<file path="src/rtl/jtag_vector_sequencer.sv">
// Sequences {TDI,TMS} vectors from an AXI-Stream slave through a JTAG shift engine
// and returns the length-masked TDO on an AXI-Stream master, with a DONE watchdog.
module jtag_vector_sequencer #(
  parameter int C_VEC_WIDTH      = 32,
  parameter int C_LEN_WIDTH      = 5,
  parameter int C_TIMEOUT_CYCLES = 65536,
  parameter int C_TIMEOUT_WIDTH  = 17,
  parameter int C_CAPTURE_TDO    = 1
) (
  input  logic                     CLK,
  input  logic                     RESETN,
  input  logic                     S_AXIS_TVALID,
  output logic                     S_AXIS_TREADY,
  input  logic [2*C_VEC_WIDTH-1:0] S_AXIS_TDATA,
  input  logic [C_LEN_WIDTH-1:0]   S_AXIS_TUSER,
  input  logic                     S_AXIS_TLAST,
  output logic                     ENG_RESET,
  output logic                     ENG_ENABLE,
  input  logic                     ENG_DONE,
  output logic [C_VEC_WIDTH-1:0]   TMS_VECTOR,
  output logic [C_VEC_WIDTH-1:0]   TDI_VECTOR,
  output logic [C_LEN_WIDTH-1:0]   BIT_COUNT,
  input  logic [C_VEC_WIDTH-1:0]   TDO_VECTOR,
  output logic                     M_AXIS_TVALID,
  input  logic                     M_AXIS_TREADY,
  output logic [C_VEC_WIDTH-1:0]   M_AXIS_TDATA,
  output logic                     M_AXIS_TUSER,
  output logic                     M_AXIS_TLAST,
  output logic                     ERROR,
  input  logic                     ERROR_CLR,
  output logic [31:0]              VEC_COUNT
);

  typedef enum logic [1:0] {
    IDLE = 2'd0,
    ARM  = 2'd1,
    RUN  = 2'd2
  } state_t;

  localparam logic [C_TIMEOUT_WIDTH-1:0] TIMEOUT_LAST = C_TIMEOUT_WIDTH'(C_TIMEOUT_CYCLES - 1);
  localparam bit WATCHDOG_ON = (C_TIMEOUT_CYCLES > 0);
  localparam bit CAPTURE_ON  = (C_CAPTURE_TDO != 0);

  state_t                     state_r;
  logic [C_TIMEOUT_WIDTH-1:0] tcount_r;
  logic                       last_r;

  // Keeps bits 0..n of a captured TDO vector; n = width-1 passes everything.
  function automatic logic [C_VEC_WIDTH-1:0] len_mask(input logic [C_LEN_WIDTH-1:0] n);
    len_mask = {C_VEC_WIDTH{1'b1}} >> (C_VEC_WIDTH - 1 - int'(n));
  endfunction

  // Only accept a new vector when the single TDO beat slot is free or draining.
  assign S_AXIS_TREADY = (state_r == IDLE) && (!M_AXIS_TVALID || M_AXIS_TREADY);

  // Sequencer FSM with all engine, result and status outputs registered.
  always_ff @(posedge CLK or negedge RESETN) begin
    if (!RESETN) begin
      state_r       <= IDLE;
      tcount_r      <= '0;
      last_r        <= 1'b0;
      ENG_RESET     <= 1'b0;
      ENG_ENABLE    <= 1'b0;
      TMS_VECTOR    <= '0;
      TDI_VECTOR    <= '0;
      BIT_COUNT     <= '0;
      M_AXIS_TVALID <= 1'b0;
      M_AXIS_TDATA  <= '0;
      M_AXIS_TUSER  <= 1'b0;
      M_AXIS_TLAST  <= 1'b0;
      ERROR         <= 1'b0;
      VEC_COUNT     <= 32'd0;
    end else begin
      if (M_AXIS_TVALID && M_AXIS_TREADY) begin
        M_AXIS_TVALID <= 1'b0;
      end
      // A timeout later in this block overrides the clear.
      if (ERROR_CLR) begin
        ERROR <= 1'b0;
      end

      case (state_r)
        IDLE: begin
          ENG_ENABLE <= 1'b0;
          if (S_AXIS_TVALID && S_AXIS_TREADY) begin
            TMS_VECTOR <= S_AXIS_TDATA[C_VEC_WIDTH-1:0];
            TDI_VECTOR <= S_AXIS_TDATA[2*C_VEC_WIDTH-1:C_VEC_WIDTH];
            BIT_COUNT  <= S_AXIS_TUSER;
            last_r     <= S_AXIS_TLAST;
            ENG_RESET  <= 1'b1;
            state_r    <= ARM;
          end
        end
        ARM: begin
          ENG_RESET  <= 1'b0;
          ENG_ENABLE <= 1'b1;
          tcount_r   <= '0;
          state_r    <= RUN;
        end
        RUN: begin
          if (ENG_DONE) begin
            M_AXIS_TVALID <= CAPTURE_ON;
            M_AXIS_TDATA  <= TDO_VECTOR & len_mask(BIT_COUNT);
            M_AXIS_TUSER  <= 1'b0;
            M_AXIS_TLAST  <= last_r;
            VEC_COUNT     <= VEC_COUNT + 32'd1;
            ENG_ENABLE    <= 1'b0;
            state_r       <= IDLE;
          end else if (WATCHDOG_ON && (tcount_r == TIMEOUT_LAST)) begin
            ERROR         <= 1'b1;
            M_AXIS_TVALID <= CAPTURE_ON;
            M_AXIS_TDATA  <= '0;
            M_AXIS_TUSER  <= 1'b1;
            M_AXIS_TLAST  <= last_r;
            ENG_ENABLE    <= 1'b0;
            state_r       <= IDLE;
          end else begin
            tcount_r <= tcount_r + C_TIMEOUT_WIDTH'(1);
          end
        end
        default: begin
          ENG_RESET  <= 1'b0;
          ENG_ENABLE <= 1'b0;
          state_r    <= IDLE;
        end
      endcase
    end
  end

endmodule

</file>
<file path="config.mk">
export PLATFORM = sky130hd
export DESIGN_NAME = jtag_vector_sequencer
export DESIGN_NICKNAME = d
export VERILOG_FILES = /design/src/rtl/jtag_vector_sequencer.sv
export SDC_FILE = /design/constraint.sdc
export NUM_CORES = 1
export LEC_CHECK = 0
export CAP_MARGIN = 20
export CORE_ASPECT_RATIO = 0.9
export CORE_UTILIZATION = 40
export CTS_BUF_LIST = sky130_fd_sc_hd__clkbuf_16
export CTS_CLUSTER_SIZE = 30
export DETAILED_ROUTE_END_ITERATION = 12
export PLACE_DENSITY = 0.77
export REMOVE_ABC_BUFFERS = 1
export SLEW_MARGIN = 25
export SYNTH_ARGS = -nofsm -noshare
export SYNTH_HDL_FRONTEND = slang
export SYNTH_SLANG_ARGS = --single-unit
</file>
<file path="constraint.sdc">
create_clock -name CLK -period 2.4 [get_ports CLK]
set_input_delay 0.72 -clock CLK [delete_from_list [all_inputs] [get_ports CLK]]
set_output_delay 0.72 -clock CLK [all_outputs]
set_load 0.005 [all_outputs]
</file>
==> impl_metrics.toml <==
[run_status]
run_status = "finished, violations left"
violations_in_the_final_reports = "setup timing"

[synth]
synth.top_cells.by_area = "sky130_fd_sc_hd__dfrtp_1 61%, sky130_fd_sc_hd__mux2_2 12%, sky130_fd_sc_hd__xnor2_1 3.7%, sky130_fd_sc_hd__nand2_1 3.0%, sky130_fd_sc_hd__a32o_1 2.8%"
synth_ff_type = "sky130_fd_sc_hd__dfrtp_1"
yosysTopAreaCellShare = 0.607
synth_most_common_cell = "sky130_fd_sc_hd__dfrtp_1"
count_of_distinct_cell_types_in_the_synthesized_netlist = 44
yosysTopAreaCell = "sky130_fd_sc_hd__dfrtp_1"
synth_top_cells_by_count = "159 x sky130_fd_sc_hd__dfrtp_1, 72 x sky130_fd_sc_hd__mux2_2, 52 x sky130_fd_sc_hd__nand2_1, 28 x sky130_fd_sc_hd__xnor2_1, 21 x sky130_fd_sc_hd__nand3_1"
synthesized_area_divided_by_synthesized_cell_count_um2 = 12.6
synth.yosys.warnings = 0
synth_edf_count = 0
netlist_area_um2 = 6550
postSynth.asyncResetShare = 1.00
number_of_synthesized_register_bits = 159
synth_seq_area_share = 0.607
postSynthCellCount = 518

[setup_path]
critical_path_peak_fanout = 5
start_kind = "flip-flop"
setup.reg_to_reg.worst_slack_ps = -200
cp.required_ps = 2760
critPathKind = "flip-flop to flip-flop"
register_to_register_path_depth = 8
setup.worst_path.end_class = "flip-flop"
worstPathArrival_ps = 2950

[final_layout]
number_of_antenna_repair_diodes = 0
final_net_count = 927
final_layout_size_suffix_gt1_frac = 0.215
area_growth_syn_to_layout_pct = 57.2
layout.core_utilization = 0.640

[sta]
timing.final.setup_violations = 8
final.min_clock_period_ps = 2600
final-hold-violation-count = 0
finalCritPeriodShare = 1.08
rsz0062_at_grt = "yes"
worstMarginPinSlew_ps = 515
finalSetupTns_ps = -929
clock-skew-final_ps = 12.4
max_freq_mhz = 385
max-slew-margin-rel = 0.648
setup_ws_ps = -197
hold_slack_ps = 227
maxSlewViolCount = 0

[drt]
drtPass1Iterations = 4
postRouteAntennaNets = 0
finalWirelength_um = 18300
initialDrtViolationCount = 236
drt-wirelength-per-cell_um = 17.7
avgViaCountPerCell = 5.07
routed-via-count = 5257
drt_drc_violations_left = 0

[clock_tree]
clkSlewWorstSetupHoldPaths_ps = 70
cts-buffers-inserted = 17
sinks_on_clock_net = 159
tritoncts = "yes"
postCtsHoldBufs = 0
buffer_depth_of_the_longest_clock_path = 2
clockRootBuffer = "sky130_fd_sc_hd__clkbuf_16"
cts_htree_levels = 4
clock_insertion_delay_worst_skew_ps = 430

[global_routing]
global_route.overflow_total = 0
grt_max_degree = 68
antenna_found_initial = 0
grt_first_pass_wirelength_um = 27900
grt_pass1_vias = 5384
track_usage = 0.221

[place]
finalWeightedCongestion = 0.848
io_buffer_count = 247
hpwl_um = 13100

[floorplan]
chipHeight_um = 123
placement_rows = 44
area_of_the_core_region_um2 = 16100
ioPinCount = 248
die_w_um = 137
dieArea_um2 = 16900
initial_core_util = 0.407

[power_and_ir_drop]
p_total_mw = 11.2
pwr_density_cell_nw_per_um2 = 1080
static-leakage-power_nw = 4.41
worst_ir_drop_vdd_mv = 0.690

[hold_path]
hold_class = "primary input to asynchronous set/reset pin"

[run]
reported_max_cap_violation_count = 0
==> layout make-up <==
class / instances / area [um^2]
well taps: 207 / 259
fillers: 1209 / 5780
inverters: 10 / 37.5
repair buffers: 301 / 2930
clock inverters: 15 / 138
multi-input cells: 327 / 2530
flip-flops and latches: 159 / 3980
clock buffers: 17 / 425
==> state kept, by name, indices dropped and copies added (netlist names), 2 cells and up <==
register,cells
tcount_r,17
TDI_VECTOR,32
BIT_COUNT,5
state_r,2
VEC_COUNT,32
TMS_VECTOR,32
M_AXIS_TDATA,32
==> stage by stage <==
step	cells	setup slack (ps)	instance area [um^2]
3_5_place_dp	992	-397	9560
6_report	1036	-197	10300
3_3_place_gp	992	-320	9560
4_1_cts	1034	-160	10200
2_1_floorplan	496	-626	6460
5_1_grt	1036	-274	10300
==> cells in the final DEF, fill, tap and decap left out, drive strengths merged, types with 8 or more instances in the layout <==
cell type and instances:
mux2 72, a32o 18, nand3 21, buf 55, nor2 17, o21ai 15
dfrtp 159, xnor2 28, clkdlybuf4s50 245, inv 16, nand4 14, nand2b 8
xor2 11, and3 8, clkbuf 18, nand2 52
==> power breakdown <==
group	internal, mW	switching [mW]	leakage [nW]
Clock	1.44	1.16	0.271
Combinational	2.75	1.61	2.12
Sequential	3.61	0.593	2.02
Total	7.80	3.36	4.41
==> logic make-up after synthesis <==
family,count (synthesis),synth area share
flip-flops,159,0.607
AND/OR/NAND/NOR,156,0.126
multiplexers,72,0.124
AO/OA/AOI/OAI,57,0.0659
XOR/XNOR,39,0.0521
buffers and inverters,32,0.0195
adder cells (fa/ha/maj),3,0.00573
==> worst paths after layout <==
kind | endpoint | startpoint
max in group asynchronous | TMS_VECTOR[29]$_DFFE_PN0P_ | RESETN
worst min-delay path | tcount_r[1]$_DFFE_PN0P_ | RESETN
worst max register to register | tcount_r[13]$_DFFE_PN0P_ | tcount_r[10]$_DFFE_PN0P_
min in group CLK | M_AXIS_TDATA[9]$_DFFE_PN0P_ | M_AXIS_TDATA[9]$_DFFE_PN0P_
worst max-delay path | tcount_r[13]$_DFFE_PN0P_ | tcount_r[10]$_DFFE_PN0P_
worst min register to register | M_AXIS_TDATA[9]$_DFFE_PN0P_ | M_AXIS_TDATA[9]$_DFFE_PN0P_
==> layer usage <==
layer,up-vias,GRT usage,part of all wire
met3,25,0.0804,0.068
li1,2449,-,-
met2,172,0.372,0.51
met1,2611,0.258,0.40
met4,0,0.0824,0.017
met5,-,0,0
==> repair_timing <==
item	in CTS	in global routing
setup endpoints to repair	8	12
setup buffers	11	2
pin swaps	8	3
hold endpoints to repair	0	0
resized for setup	7	13
==> worst max-delay path, stage by stage (launching register included) <==
cell and delay (ps):
sky130_fd_sc_hd__dfrtp_1 380, sky130_fd_sc_hd__and4_1 220, sky130_fd_sc_hd__nand4_1 120, sky130_fd_sc_hd__nor4_2 70, sky130_fd_sc_hd__ha_2 180, sky130_fd_sc_hd__or4b_4 550, sky130_fd_sc_hd__a2111o_1 470, sky130_fd_sc_hd__or4_4 460
sky130_fd_sc_hd__nand2_2 80
Note: power is estimated with default switching activity, not from simulation.
